[src/rtl/map_generator.sv]
// map_generator: walks every tile of the arena once in row-major order and emits one
// write per tile (wall / brick / empty) toward the map editor's write queue.
// Bricks are drawn from the 4-bit RNG stream; writes pause while the queue is full.
// Optional feature: define MAPGEN_SPAWN_CLEAR_EN to force the two spawn corners empty.
module map_generator #(
    parameter int unsigned COLS         = 15,
    parameter int unsigned ROWS         = 13,
    parameter int unsigned BRICK_THRESH = 10
) (
    input  logic       Clk,
    input  logic       Reset,
    input  logic       start,
    input  logic [3:0] randhex,
    input  logic       full,
    output logic       WE,
    output logic [7:0] MapWriteAddr,
    output logic [7:0] MapWriteData,
    output logic       busy,
    output logic       done,
    output logic [7:0] brick_count
);

    localparam logic [7:0] LastRow = 8'(ROWS - 1);
    localparam logic [7:0] LastCol = 8'(COLS - 1);

    localparam logic [7:0] CodeEmpty = 8'h00;
    localparam logic [7:0] CodeWall  = 8'h01;
    localparam logic [7:0] CodeBrick = 8'h02;

    typedef enum logic [1:0] {StIdle, StGen, StDone} state_e;

    state_e     state_q, state_d;
    logic [7:0] row_q, row_d;
    logic [7:0] col_q, col_d;
    logic [7:0] tile_q, tile_d;

    logic       we_q, we_d;
    logic [7:0] addr_q, addr_d;
    logic [7:0] data_q, data_d;
    logic       busy_q, busy_d;
    logic       done_q, done_d;
    logic [7:0] bcount_q, bcount_d;

    logic       is_border;
    logic       is_pillar;
    logic       is_spawn;
    logic       is_last;
    logic       is_brick;
    logic [7:0] tile_code;

    // Classify the tile currently pointed to by the counter.
    always_comb begin
        is_border = (row_q == 8'd0) || (row_q == LastRow) ||
                    (col_q == 8'd0) || (col_q == LastCol);
        // Only reached for interior tiles, so even/even means a pillar.
        is_pillar = !row_q[0] && !col_q[0];
`ifdef MAPGEN_SPAWN_CLEAR_EN
        // Top-left and bottom-right L-shaped spawn pockets.
        is_spawn  = ((row_q == 8'd1) && (col_q == 8'd1)) ||
                    ((row_q == 8'd1) && (col_q == 8'd2)) ||
                    ((row_q == 8'd2) && (col_q == 8'd1)) ||
                    ((row_q == 8'(ROWS - 2)) && (col_q == 8'(COLS - 2))) ||
                    ((row_q == 8'(ROWS - 2)) && (col_q == 8'(COLS - 3))) ||
                    ((row_q == 8'(ROWS - 3)) && (col_q == 8'(COLS - 2)));
`else
        is_spawn  = 1'b0;
`endif
        is_last   = (row_q == LastRow) && (col_q == LastCol);
        is_brick  = 1'b0;
        if (is_border || is_pillar) begin
            tile_code = CodeWall;
        end else if (is_spawn) begin
            tile_code = CodeEmpty;
        end else if ({28'd0, randhex} < BRICK_THRESH) begin
            tile_code = CodeBrick;
            is_brick  = 1'b1;
        end else begin
            tile_code = CodeEmpty;
        end
    end

    // State register.
    always_ff @(posedge Clk) begin
        if (Reset) begin
            state_q <= StIdle;
        end else begin
            state_q <= state_d;
        end
    end

    // Next-state logic; start is only honoured from idle so runs never overlap.
    always_comb begin
        state_d = state_q;
        unique case (state_q)
            StIdle:  if (start) state_d = StGen;
            StGen:   if (!full && is_last) state_d = StDone;
            StDone:  state_d = StIdle;
            default: state_d = StIdle;
        endcase
    end

    // Output / counter next values; everything the block drives is registered.
    always_comb begin
        row_d    = row_q;
        col_d    = col_q;
        tile_d   = tile_q;
        we_d     = 1'b0;
        addr_d   = addr_q;
        data_d   = data_q;
        busy_d   = busy_q;
        done_d   = 1'b0;
        bcount_d = bcount_q;
        unique case (state_q)
            StIdle: begin
                busy_d = 1'b0;
                if (start) begin
                    busy_d   = 1'b1;
                    row_d    = 8'd0;
                    col_d    = 8'd0;
                    tile_d   = 8'd0;
                    bcount_d = 8'd0;
                end
            end
            StGen: begin
                // full holds the counter, so randhex is simply not consumed while stalled.
                if (!full) begin
                    we_d   = 1'b1;
                    addr_d = tile_q;
                    data_d = tile_code;
                    tile_d = tile_q + 8'd1;
                    if (is_brick) begin
                        bcount_d = bcount_q + 8'd1;
                    end
                    if (col_q == LastCol) begin
                        col_d = 8'd0;
                        row_d = row_q + 8'd1;
                    end else begin
                        col_d = col_q + 8'd1;
                    end
                end
            end
            StDone: begin
                // busy stays high through the done cycle and falls with it.
                done_d = 1'b1;
            end
            default: begin
                busy_d = 1'b0;
            end
        endcase
    end

    // Counter and output registers.
    always_ff @(posedge Clk) begin
        if (Reset) begin
            row_q    <= 8'd0;
            col_q    <= 8'd0;
            tile_q   <= 8'd0;
            we_q     <= 1'b0;
            addr_q   <= 8'd0;
            data_q   <= 8'd0;
            busy_q   <= 1'b0;
            done_q   <= 1'b0;
            bcount_q <= 8'd0;
        end else begin
            row_q    <= row_d;
            col_q    <= col_d;
            tile_q   <= tile_d;
            we_q     <= we_d;
            addr_q   <= addr_d;
            data_q   <= data_d;
            busy_q   <= busy_d;
            done_q   <= done_d;
            bcount_q <= bcount_d;
        end
    end

    assign WE           = we_q;
    assign MapWriteAddr = addr_q;
    assign MapWriteData = data_q;
    assign busy         = busy_q;
    assign done         = done_q;
    assign brick_count  = bcount_q;

endmodule

[config.mk]
export PLATFORM = sky130hd
export DESIGN_NAME = map_generator
export DESIGN_NICKNAME = d
export VERILOG_FILES = /design/src/rtl/map_generator.sv
export SDC_FILE = /design/constraint.sdc
export NUM_CORES = 1
export LEC_CHECK = 0
export ABC_AREA = 1
export ABC_CLOCK_PERIOD_IN_PS = 4200
export CAP_MARGIN = 20
export CORE_UTILIZATION = 40
export CTS_CLUSTER_SIZE = 28
export DETAILED_ROUTE_END_ITERATION = 12
export HOLD_SLACK_MARGIN = 0.05
export PLACE_DENSITY_LB_ADDON = 0.15
export SETUP_SLACK_MARGIN = 0.15
export SLEW_MARGIN = 20
export SYNTH_ARGS = -nofsm -noshare
export SYNTH_HDL_FRONTEND = slang
export SYNTH_SLANG_ARGS = --single-unit
export TNS_END_PERCENT = 30
[constraint.sdc]
create_clock -name Clk -period 4.2 [get_ports Clk]
set_clock_uncertainty 0.1 [all_clocks]
set_input_delay 0.63 -clock Clk [delete_from_list [all_inputs] [get_ports Clk]]
set_output_delay 0.63 -clock Clk [all_outputs]
set_load 0.03 [all_outputs]
==> impl_results.md <==
- Share of synthesized flip-flops with an asynchronous set or reset: 0%
- Worst hold-check path type: reg2reg
- Leftover overflow at the end of global routing: 0
- Post-CTS Setup Inserts: 0
- Area growth from synthesis to final layout: 16.4%
- Clock network fraction of total power: a little over 30%
- Setup violators final: 0
- Dominant delay contributor by cell family on the critical path: simple AND/OR/NAND/NOR gates
- Detail Route Antenna Nets: 0
- Count of input and output buffers: 27
- Vias in the first global route: ~1900
- Worst Path Buf+Inv: 3
- Netlist cell types: 37
- Comb pwr share: 24.8%
- Total standard cell area after synthesis: around 2400 um2
- R2R depth: 12
- Reported net switching power: ~360 uW
- Internal power: 738 uW
- Final hold viol count: 0
- Die area: 6420 um2
- RSZ-0062 raised after global routing: false
- Hold Path Depth: 2
- Total power divided by cell area: around 390 nW/um2
- Total half-perimeter wirelength after legalization and detailed placement: 3670 um
- Antenna diode count: 0
- Storage cell area: ~940 um2
- Classification of the worst setup path: reg2reg
- Commonest cells after routing, fill and taps aside: nand2_1 (54), dfxtp_1 (47), nor2_1 (39)
- Layout fillers: 626
- Reg-to-reg slack, setup: between 1.5 and 2 ns
- Clock tree root driver cell: clkbuf_8
- Max stage delay cell, worst path: dfxtp_1
- Initial core utilization: 41.5%
- Chip width: 80.1 um
- Pleak: 1.12 nW
- Proportion of layout cells with a drive suffix above 1: a little over a tenth
- Sequential fraction of the synthesis area: 38.6%
- Reg-to-reg critical path endpoint: col_q[6]
- Floorplan core area: 5890 um2
- Worst-path fanout max: 18
- Setup tns final: 0 ns
- Number of max-capacitance violations reported: 0
- Number of synthesized flops with an enable pin: 0
- Status: finished, final reports clean
- Most frequent CP cell: nand2_1
- CTS tree: yes
- Worst reg2reg startpoint: state_q[1]
- Die Y-Extent: between 80 and 90 um
- Antenna violations before repair: 0
- Post-Place Worst Slack: 1.51 ns
- Number of buffers added by the clock tree synthesis step: 5
- Worst hold path startpoint: tile_q[7]
- Worst ir drop on vdd: 0.204 mV
- Count of vias placed by the detailed router: roughly 2100
- Clock tree sinks: between 40 and 50
- Final critical path time including I/O delays and setup: 2.36 ns
- Pins over their slew limit: 0
- Depth of the CTS H-tree: 2
- Overall Global Routing Usage: 17.7%
- Critical path data arrival time: ~2.5 ns
- Initial DRC count: 83
- CTS resizes: 0
- Gate count after technology mapping: 328
- Net count reported at finish: around 370
- Clock insertion delay at the later pin of the skew report: 0.30 ns
- Crit-path max cell delay: 0.35 ns
- DRC violations left: 0
- Commonest register cell after synthesis: dfxtp_1
- Worst slew margin relative to its limit: 65.1%
- Switching part of the total: 32.8%
- Leading cell type in the layout, fill and taps excluded: nand2_1
- Vias per inst: 4.88
- Number of buffers added to fix hold violations after cts: 0
- Pre-Repair DR Iteration Count: 4
- Max Clk Rate: 424 MHz
- Multi-input logic area: 1260 um2
- Synth warn: 0
- Final RePlAce weighted congestion: just under 0.8
- Cell breakdown of the critical path: inv_1, ha_1, inv_2, nand2_1, nand2_2, nand2_4, inv_4, nand3_2, nor2_2, nand2_1, nor2_1, nor3_2
- Flop pwr share: 44.8%
- Fin crit share: 56.1%
- Maximum clock path buffer count: 2
- First-pass GRT wire length: 8790 um
- Synthesized area per cell: between 7 and 8 um2
- Worst Path Required: 4.30 ns
- Per-cell routed wire length: 11.9 um
- Worst hold endpoint: tile_q[7]
- Maximum number of pins on one net before global-route repair: 19
- Slew @ Worst Pin: 0.523 ns
- Std-Cell Rows: 28
- Kind of end point of the critical path: flip-flop
- Crit path setup slack, layout: 1.84 ns
- Clk slew on worst S/H paths: 0.09 ns
- Startpoint class of the critical path: flip-flop
- Wirelength, routed: roughly 5000 um
- Ports: 35
- Post-synthesis sequential element count: 47
[worst max path at each step]
stage	from	end	cells past startpoint
3_3_place_gp	Reset	tile_q[3]	7
5_1_grt	state_q[1]	col_q[6]	12
6_report	state_q[1]	col_q[6]	12
4_1_cts	Reset	tile_q[3]	7
3_5_place_dp	Reset	tile_q[3]	7
2_1_floorplan	state_q[1]	col_q[6]	13
[power groups by stage]
| stage | clock network [mW] | registers, mW | logic [mW] |
|---|---|---|---|
| final | 0.334 | 0.492 | 0.273 |
| after global routing | 0.363 | 0.496 | 0.304 |
| after CTS | 0.344 | 0.493 | 0.276 |
| after detailed placement | 0 | 0.502 | 0.275 |
| after global placement | 0 | 0.502 | 0.273 |
| after floorplan | 0 | 0.529 | 0.186 |
[tightest hold or removal path: stages (launching register included)]
cell and delay [ns]:
dfxtp_1 0.30, inv_1 0.08, a21oi_1 0.07
[through the flow]
stage / utilization [%] / instances / instance area (um2) / power (mW) / hold WS, ns
after global placement: 46.3 / 421 / 2730 / 0.775 / 0.370
after CTS: 48.3 / 429 / 2840 / 1.11 / 0.391
after floorplan: - / 333 / 2460 / 0.715 / 0.350
after detailed placement: 46.3 / 421 / 2730 / 0.777 / 0.375
after global routing: 48.3 / 429 / 2840 / 1.16 / 0.436
final: 48.3 / 429 / 2840 / 1.10 / 0.393
[kinds of logic (layout without fill, tap and decap cells)]
group | after synthesis | after routing | synth area share [%]
adder cells (fa/ha/maj) | 10 | 10 | 5.13
AND/OR/NAND/NOR | 152 | 152 | 30.5
AO/OA/AOI/OAI | 58 | 58 | 13.6
other | 1 | 6 | 0.154
flip-flops | 47 | 47 | 38.6
XOR/XNOR | 4 | 4 | 1.44
buffers and inverters | 56 | 77 | 10.6
[layer usage]
layer  share of wire (%)  GRT usage [%]  routed length, um  up-vias
met5                   0              0                  0        -
met4                 1.2           5.36                 63        0
met3                 3.1           4.32                159        5
met2                  48           31.0               2440       36
met1                  48           21.3               2440      947
li1                    -              -                  -     1105
[cell usage after synthesis (3+ instances only)]
library cell | n | area [um2]
buf_2 | 4 | 20.0
a21oi_1 | 33 | 165
nor2_1 | 39 | 146
nand3_2 | 3 | 30.0
xnor2_1 | 3 | 26.3
nor2_2 | 5 | 31.3
nand4_1 | 7 | 43.8
ha_1 | 10 | 125
nand2_1 | 54 | 203
inv_1 | 37 | 139
dfxtp_1 | 47 | 941
nor3b_1 | 3 | 22.5
nor3_2 | 3 | 30.0
nor3_1 | 7 | 35.0
inv_2 | 3 | 11.3
o21ai_0 | 14 | 70.1
nand3_1 | 22 | 110
nand2_2 | 4 | 25.0
buf_4 | 7 | 52.6
[sequential cells by signal (all words and copies together) (netlist names)]
register      count
row_q             8
WE                1
done              1
brick_count       8
MapWriteAddr      8
col_q             8
busy              1
tile_q            8
MapWriteData      2
state_q           2
[area by class of cell]
| cell class | count | share of cell area, % |
|---|---|---|
| flip-flops and latches | 47 | 33.1 |
| repair buffers | 28 | 9.78 |
| clock buffers | 5 | 2.42 |
| clock inverters | 3 | 1.54 |
| well taps | 75 | 3.30 |
| multi-input cells | 230 | 44.3 |
| inverters | 41 | 5.51 |
Note: power is estimated with default switching activity, not from simulation.
